## src/rtl/bus_wait_ctrl_pkg.sv

```systemverilog
// Shared types and helpers for the bus wait-state sequencer.
package bus_wait_pkg;

    typedef enum logic [1:0] {IDLE, LOAD, SHIFT, DONE} state_t;

    localparam int TO_W = 10;

    function automatic logic [3:0] clamp_waits(input int n);
        if (n > 8) begin
            return 4'd8;
        end else if (n < 0) begin
            return 4'd0;
        end else begin
            return n[3:0];
        end
    endfunction

    // n leading zeros, MSB first, so the register shifts out n not-ready clocks.
    function automatic logic [7:0] therm_pattern(input logic [3:0] n);
        logic [7:0] mask;
        if (n >= 4'd8) begin
            return 8'h00;
        end
        mask = 8'hFF << (4'd8 - n);
        return ~mask;
    endfunction

endpackage

```

## src/rtl/bus_wait_ctrl_rdy_sync.sv

```systemverilog
// Two-flop synchronizer for the asynchronous S-100 RDY line; resets to ready.
module rdy_sync (
    input  logic clk,
    input  logic reset,
    input  logic d,
    output logic q
);

    logic sync_p0;

    always_ff @(posedge clk or posedge reset) begin
        if (reset) begin
            sync_p0 <= 1'b1;
            q       <= 1'b1;
        end else begin
            sync_p0 <= d;
            q       <= sync_p0;
        end
    end

endmodule

```

## src/rtl/bus_wait_ctrl.sv

```systemverilog
// Wait-state sequencer: classifies bus cycles, drives the external wait shift
// register and merges its output with synchronized RDY into cpu_ready.
module bus_wait_ctrl
    import bus_wait_pkg::*;
#(
    parameter int IO_WAITS  = 4,
    parameter int ROM_WAITS = 2,
    parameter int MEM_WAITS = 0,
    parameter int TIMEOUT   = 255
) (
    input  logic       clk,
    input  logic       reset,
    input  logic       cpu_sync,
    input  logic       io_sel,
    input  logic       rom_sel,
    input  logic       cycle_done,
    input  logic       ext_rdy,
    input  logic       shreg_q,
    output logic       wait_load,
    output logic [7:0] wait_pattern,
    output logic       wait_serin,
    output logic       cpu_ready,
    output logic       bus_err
);

    localparam logic [3:0]      IO_N   = clamp_waits(IO_WAITS);
    localparam logic [3:0]      ROM_N  = clamp_waits(ROM_WAITS);
    localparam logic [3:0]      MEM_N  = clamp_waits(MEM_WAITS);
    localparam logic [TO_W-1:0] TO_LIM = TO_W'(TIMEOUT);

    state_t          state, state_nxt;
    logic [TO_W-1:0] to_cnt;
    logic [3:0]      sel_n;
    logic            rdy_s;
    logic            shift_rdy;
    logic            timeout;

    rdy_sync u_rdy_sync (
        .clk   (clk),
        .reset (reset),
        .d     (ext_rdy),
        .q     (rdy_s)
    );

    assign wait_serin = 1'b1;
    assign shift_rdy  = shreg_q & rdy_s;
    assign timeout    = (to_cnt >= TO_LIM);

    // I/O outranks ROM when both selects are asserted.
    always_comb begin
        sel_n = MEM_N;
        if (io_sel) begin
            sel_n = IO_N;
        end else if (rom_sel) begin
            sel_n = ROM_N;
        end
    end

    always_ff @(posedge clk or posedge reset) begin
        if (reset) begin
            state <= IDLE;
        end else begin
            state <= state_nxt;
        end
    end

    always_comb begin
        state_nxt = state;
        wait_load = 1'b0;
        cpu_ready = 1'b1;
        bus_err   = 1'b0;
        case (state)
            IDLE: begin
                if (cpu_sync) begin
                    state_nxt = LOAD;
                end
            end
            LOAD: begin
                wait_load = 1'b1;
                cpu_ready = 1'b0;
                state_nxt = SHIFT;
            end
            SHIFT: begin
                cpu_ready = shift_rdy;
                if (cycle_done) begin
                    state_nxt = IDLE;
                end else if (shift_rdy) begin
                    state_nxt = DONE;
                end else if (timeout) begin
                    // Release the CPU rather than hang on an absent device.
                    bus_err   = 1'b1;
                    cpu_ready = 1'b1;
                    state_nxt = DONE;
                end
            end
            DONE: begin
                if (cycle_done) begin
                    state_nxt = IDLE;
                end
            end
            default: state_nxt = IDLE;
        endcase
    end

    always_ff @(posedge clk or posedge reset) begin
        if (reset) begin
            wait_pattern <= 8'hFF;
            to_cnt       <= '0;
        end else begin
            if (state == IDLE && cpu_sync) begin
                wait_pattern <= therm_pattern(sel_n);
            end
            if (state == LOAD) begin
                to_cnt <= '0;
            end else if (state == SHIFT && to_cnt != '1) begin
                to_cnt <= to_cnt + TO_W'(1);
            end
        end
    end

endmodule

```

## config.mk

```make
export PLATFORM = sky130hd
export DESIGN_NAME = bus_wait_ctrl
export DESIGN_NICKNAME = d
export VERILOG_FILES = /design/src/rtl/bus_wait_ctrl_pkg.sv /design/src/rtl/bus_wait_ctrl_rdy_sync.sv /design/src/rtl/bus_wait_ctrl.sv
export SDC_FILE = /design/constraint.sdc
export NUM_CORES = 1
export LEC_CHECK = 0
export BUFFER_PORTS_ARGS = -buffer_cell sky130_fd_sc_hd__buf_2
export CAP_MARGIN = 0
export CORE_MARGIN = 1.5
export CORE_UTILIZATION = 45
export CTS_BUF_LIST = sky130_fd_sc_hd__clkbuf_8
export CTS_CLUSTER_DIAMETER = 80
export CTS_CLUSTER_SIZE = 30
export DETAILED_ROUTE_END_ITERATION = 7
export PLACE_DENSITY = 0.72
export SYNTH_ARGS = -nofsm -noshare
export SYNTH_HDL_FRONTEND = slang
export SYNTH_HIERARCHICAL = 1
export SYNTH_SLANG_ARGS = --single-unit
```

## constraint.sdc

```tcl
create_clock -name clk -period 2.3 [get_ports clk]
set_input_delay 0.115 -clock clk [delete_from_list [all_inputs] [get_ports clk]]
set_output_delay 0.115 -clock clk [all_outputs]
set_load 0.01 [all_outputs]
```

Word-level counts from Yosys, hierarchy flattened

Cells that the tools add are included.

Register bits: 22
Latch bits: 0
Memory bits (writable): 0
ROM bits: 0
Input port bits: 8
Output and inout port bits: 12
Memories kept: 0

$add $sub $neg: 2
$mul: 0
Divide/modulo/power cells: 0
Magnitude comparators: 2
Equal/unequal tests: 7
Shift-type cells: 1
Mux-type cells: 22
Bitwise gates (word level): 2
Reductions and logical operators: 5

Operators by type and width:

| kind                                                                | number |
|---|---|
| two-way mux 10 bit                                                  | 2 |
| two-way mux 8 bit                                                   | 2 |
| two-way mux 2 bit                                                   | 6 |
| adder 10 x 1 -> 10 bit (second input constant)                      | 1 |
| greater-or-equal comparator 10 x 8 -> 1 bit (second input constant) | 1 |
| inequality test 10 bit (second input constant)                      | 1 |
| two-way mux 1 bit                                                   | 9 |
| inverter 8 bit                                                      | 1 |
| case mux 2 bit (4 select lines)                                     | 1 |
| left shift 8 x 4 -> 8 bit (first input constant)                    | 1 |
| equality test 2 bit (second input constant)                         | 2 |
| greater-or-equal comparator 4 bit (second input constant)           | 1 |
| inequality test 2 bit (second input constant)                       | 2 |
| inequality test 4 bit (second input constant)                       | 1 |
| subtractor 4 bit (first input constant)                             | 1 |
| two-way mux 3 bit                                                   | 1 |
| AND reduction 3 bit                                                 | 1 |
| equality test 2 x 1 -> 1 bit (second input constant)                | 1 |
| logical AND 1 bit                                                   | 2 |
| logical NOT 2 bit                                                   | 1 |
| case mux 1 bit (2 select lines)                                     | 1 |
| nonzero test 2 bit                                                  | 1 |
| AND 1 bit                                                           | 1 |

Depth between registers and ports, before layout

Depth in word-level cells: 6
Depth in mapped cells: 5
Mapped depth without buffers: 5

Hierarchy

Netlist, hierarchy kept.

By module, submodules not included:

| module        | instances | cells an instance | area each (um^2) | sequential area each (um^2) |
|---|---|---|---|---|
| bus_wait_ctrl | 1         | 106               | 950.9            | 405.4 |
| rdy_sync      | 1         | 3                 | 56.3             | 52.6 |

Worst setup path after synthesis

OpenSTA, ideal clock, no wires.

Path kind: reg2out
Start point: register to_cnt[0]
End point: output bus_err
Arrival time: 1.357 ns
Required time: 2.185 ns
Slack: 0.828 ns
Cell stages (with the launch flop): 6
Buffers on the path: 0
Path through: dfrtp_1 > ha_1 > nand3_2 > o21ai_0 > nand2b_1 > a211oi_1

Cells in the longest elaborated chain, start to end: 5

RTL lines:

| what                                        | line                 | source |
|---|---|---|
| start, declared                             | bus_wait_ctrl.sv:32  | `logic [TO_W-1:0] to_cnt;` |
| start signal, assigned                      | bus_wait_ctrl.sv:116 | `to_cnt <= to_cnt + TO_W'(1);` |
| greater-or-equal comparator 10 x 8 -> 1 bit | bus_wait_ctrl.sv:47  | `assign timeout = (to_cnt >= TO_LIM);` |
| two-way mux 1 bit                           | bus_wait_ctrl.sv:89  | `end else if (timeout) begin` |
| two-way mux 1 bit                           | bus_wait_ctrl.sv:87  | `end else if (shift_rdy) begin` |
| two-way mux 1 bit                           | bus_wait_ctrl.sv:85  | `if (cycle_done) begin` |
| two-way mux 1 bit                           | bus_wait_ctrl.sv:72  | `case (state)` |
| end, declared                               | bus_wait_ctrl.sv:23  | `output logic bus_err` |

No other way between the ends.

Worst setup path in the final report

Ends and elaborated chain as after synthesis.

==> run metrics <==
Max Buffers Root-to-Sink 2; share of cells above drive strength 1 between 20% and 30%; largest net degree at the start of global routing 21; Peak VDD IR between 0.6 and 0.7 mV; GRT Overall Usage between 15 and 20%; drt first-iter violations 35; Ys Warns 6; CTS tree built; HP Start rom_sel; DRT antenna net count 0; Synth top cells by count dfrtp_1 (12), nand2_1 (12), a21oi_1 (11); leakage dissipation around 0.51 nW; setup ws final slightly above 0.4 ns; drt total wl 2200 um; Worst Path Class, Setup flip-flop to primary output; Post-CTS Setup Inserts 0; crit path cell chain ha_1, nand3_2, o21ai_0, nand2b_1, a211oi_1, buf_2; Num CTS Buffers 3; worst hold endpoint wait_pattern[6]$_DFFE_PP1P_; fraction of registers with async set or reset after synthesis 100%; critical path arrival roughly 1.8 ns; Final Critical Period 1.89 ns; drt wl/cell 14.6 um; Slew HR about three fifths; main combinational cell family by area after synthesis compound AO/OA/AOI/OAI gates; worst-skew pair later-pin latency 0.26 ns; CP required around 2.2 ns; top cells by area, synth dfrtp_1 (30%), dfstp_2 (16%), a21oi_1 (5.5%); FF-to-FF End to_cnt[7]$_DFFE_PP0P_; critical path depth 6; CP Buf/Inv Count 1; Nets ~130; worst reg2reg path depth 4; setup_tns 0 ns; GRT overflow 0; Non-Filler Instances 150; Power Density 1020 nW/um2; top-area cell type share of the netlist area ~30%; Via Count between 800 and 900; n_diodes 0; Max-Cap Viols 0; Placement Rows 16; Slowest-stage cell, CP dfrtp_1; post-synthesis cell count 109; Net Count, Synth roughly 120; Detailed Routing Iterations Pass 1 4; synthesized flop and latch total 18; fin. max-slew vios 0; die width just over 50 um; CP top delay family flip-flops; Avg Inst Size Synth between 9 and 10 um2; fillers approximately 200; Hold Violations, Final 0; Startpoint Class flip-flop; Yosys top cell by area dfrtp_1; Primary FF master, synth dfrtp_1; Hold Path Class input port to flip-flop; area grow syn2layout 13.8%; DRC viols 0; area share of fa/ha/maj cells after synthesis between 1 and 1.5%; register area share after synthesis between 40% and 50%; Worst Max-Slew Pin Slew ~0.63 ns; port buffer count 18; worst r2r src state[0]$_DFFE_PP0P_; detail-routed via count per cell 5.88; Starting Density 49.3%; Simple-Gate Fraction of Synth Area 21.0%; Reg area 458 um2; Post-synth EDFFs 0; Distinct cells, synth 37; number of global-route vias before repair 810; Worst Skew 0.00521 ns; Synth Area in XOR/XNOR 0%; Clock H-tree levels 1; # IOs 20; complex-gate fraction of the synthesized area between 20% and 30%; Setup WS pre-CTS 0.562 ns; crit path max fanout 6; Placer Congestion approximately 0.86; Die Area between 2000 and 3000 um2; # resized after CTS 0; Post-DP HPWL 1530 um; CP peak stage delay about 0.43 ns; Final Cycle Share between 80% and 90%; number of setup violations in the final report 0; initial antenna violation count 0; height of the die 50.3 um; Inst Count DP 144; R2R Setup Slk 0.54 ns; area of the multi-input gates around 470 um2; multiplexer share of the synthesized area 0%; RSZ-0062 raised after global routing false; CTS clk-pin slew, worst paths ~0.070 ns; status complete, no violations; fmax between 500 and 600 MHz; first-pass GRT wire length 3680 um; root buf cell clkbuf_8; Mapped Area around 1000 um2; CTS Sinks 18; Hold-fix buffers, CTS 2; Crit. End Element primary output; WHS Path Cells 2; core outline area just over 2000 um2
[per-layer routing]
metal  routed length, um  GRT usage (%)  vias to the layer above
met1                 936           25.0                      423
li1                    -              -                      423
met4                  10           4.50                        0
met3                 167           6.85                        2
met5                   0              0                        -
met2                1080           31.1                       34
[cells by family after synthesis]
kind of cell    Yosys count
simple gates             39
other cells               1
flops                    18
buf+inv                  15
fa+ha+maj                 1
compound gates           35
[cell usage in the layout (no fill, tap or decap), types with 2 or more instances in the layout]
cell type      synthesis  layout
buf_2                  4      18
nand2_1               12      12
dfrtp_1               12      12
a21oi_1               11      11
dfstp_2                6       6
nand3_1                5       5
nor2_1                 5       5
nand2b_1               5       5
inv_1                  4       4
o21ai_0                4       4
clkbuf_8               0       4
a311oi_1               3       3
nand4_1                2       2
o31ai_1                2       2
a21o_1                 2       2
nor2b_1                2       2
and3_2                 2       2
a31oi_1                2       2
a211oi_1               2       2
dlygate4sd3_1          0       2
[sequential cells by signal (all words and copies together) (netlist names)]
name                count
to_cnt                 10
wait_pattern            4
state                   2
u_rdy_sync/sync_p0      1
u_rdy_sync/q            1
[metrics by stage]
stage / cell area, um2 / hold WS (ns) / util, % / total power, mW
floorplan: 1010 / 0.0259 / - / 0.796
global placement: 1070 / 0.142 / 52.5 / 0.889
detailed placement: 1070 / 0.152 / 52.5 / 0.909
CTS: 1150 / 0.0190 / 56.1 / 1.17
global route: 1150 / 0.0282 / 56.1 / 1.25
finish: 1150 / 0.0214 / 56.1 / 1.17
[layout make-up]
class                           count  share of cell area, %
Sequential cell                    18                   40.0
Inverter                            4                   1.31
Tap cell                           27                   2.95
Timing Repair Buffer               21                   10.3
Clock buffer                        4                   4.80
Multi-Input combinational cell     76                   40.7
[report_power, final]
group,switching [mW],internal [mW],total (mW)
combinational,0.252,0.162,0.414
sequential,0.102,0.395,0.497
clock,0.106,0.152,0.259
[worst max path at each step]
stage	end	from
after floorplan	bus_err	to_cnt[0]$_DFFE_PP0P_
after global placement	to_cnt[7]$_DFFE_PP0P_	state[0]$_DFFE_PP0P_
after detailed placement	to_cnt[1]$_DFFE_PP0P_	to_cnt[0]$_DFFE_PP0P_
after CTS	bus_err	to_cnt[0]$_DFFE_PP0P_
after global routing	bus_err	to_cnt[0]$_DFFE_PP0P_
final	bus_err	to_cnt[0]$_DFFE_PP0P_
No activity file was read; power rests on OpenSTA's default activity.
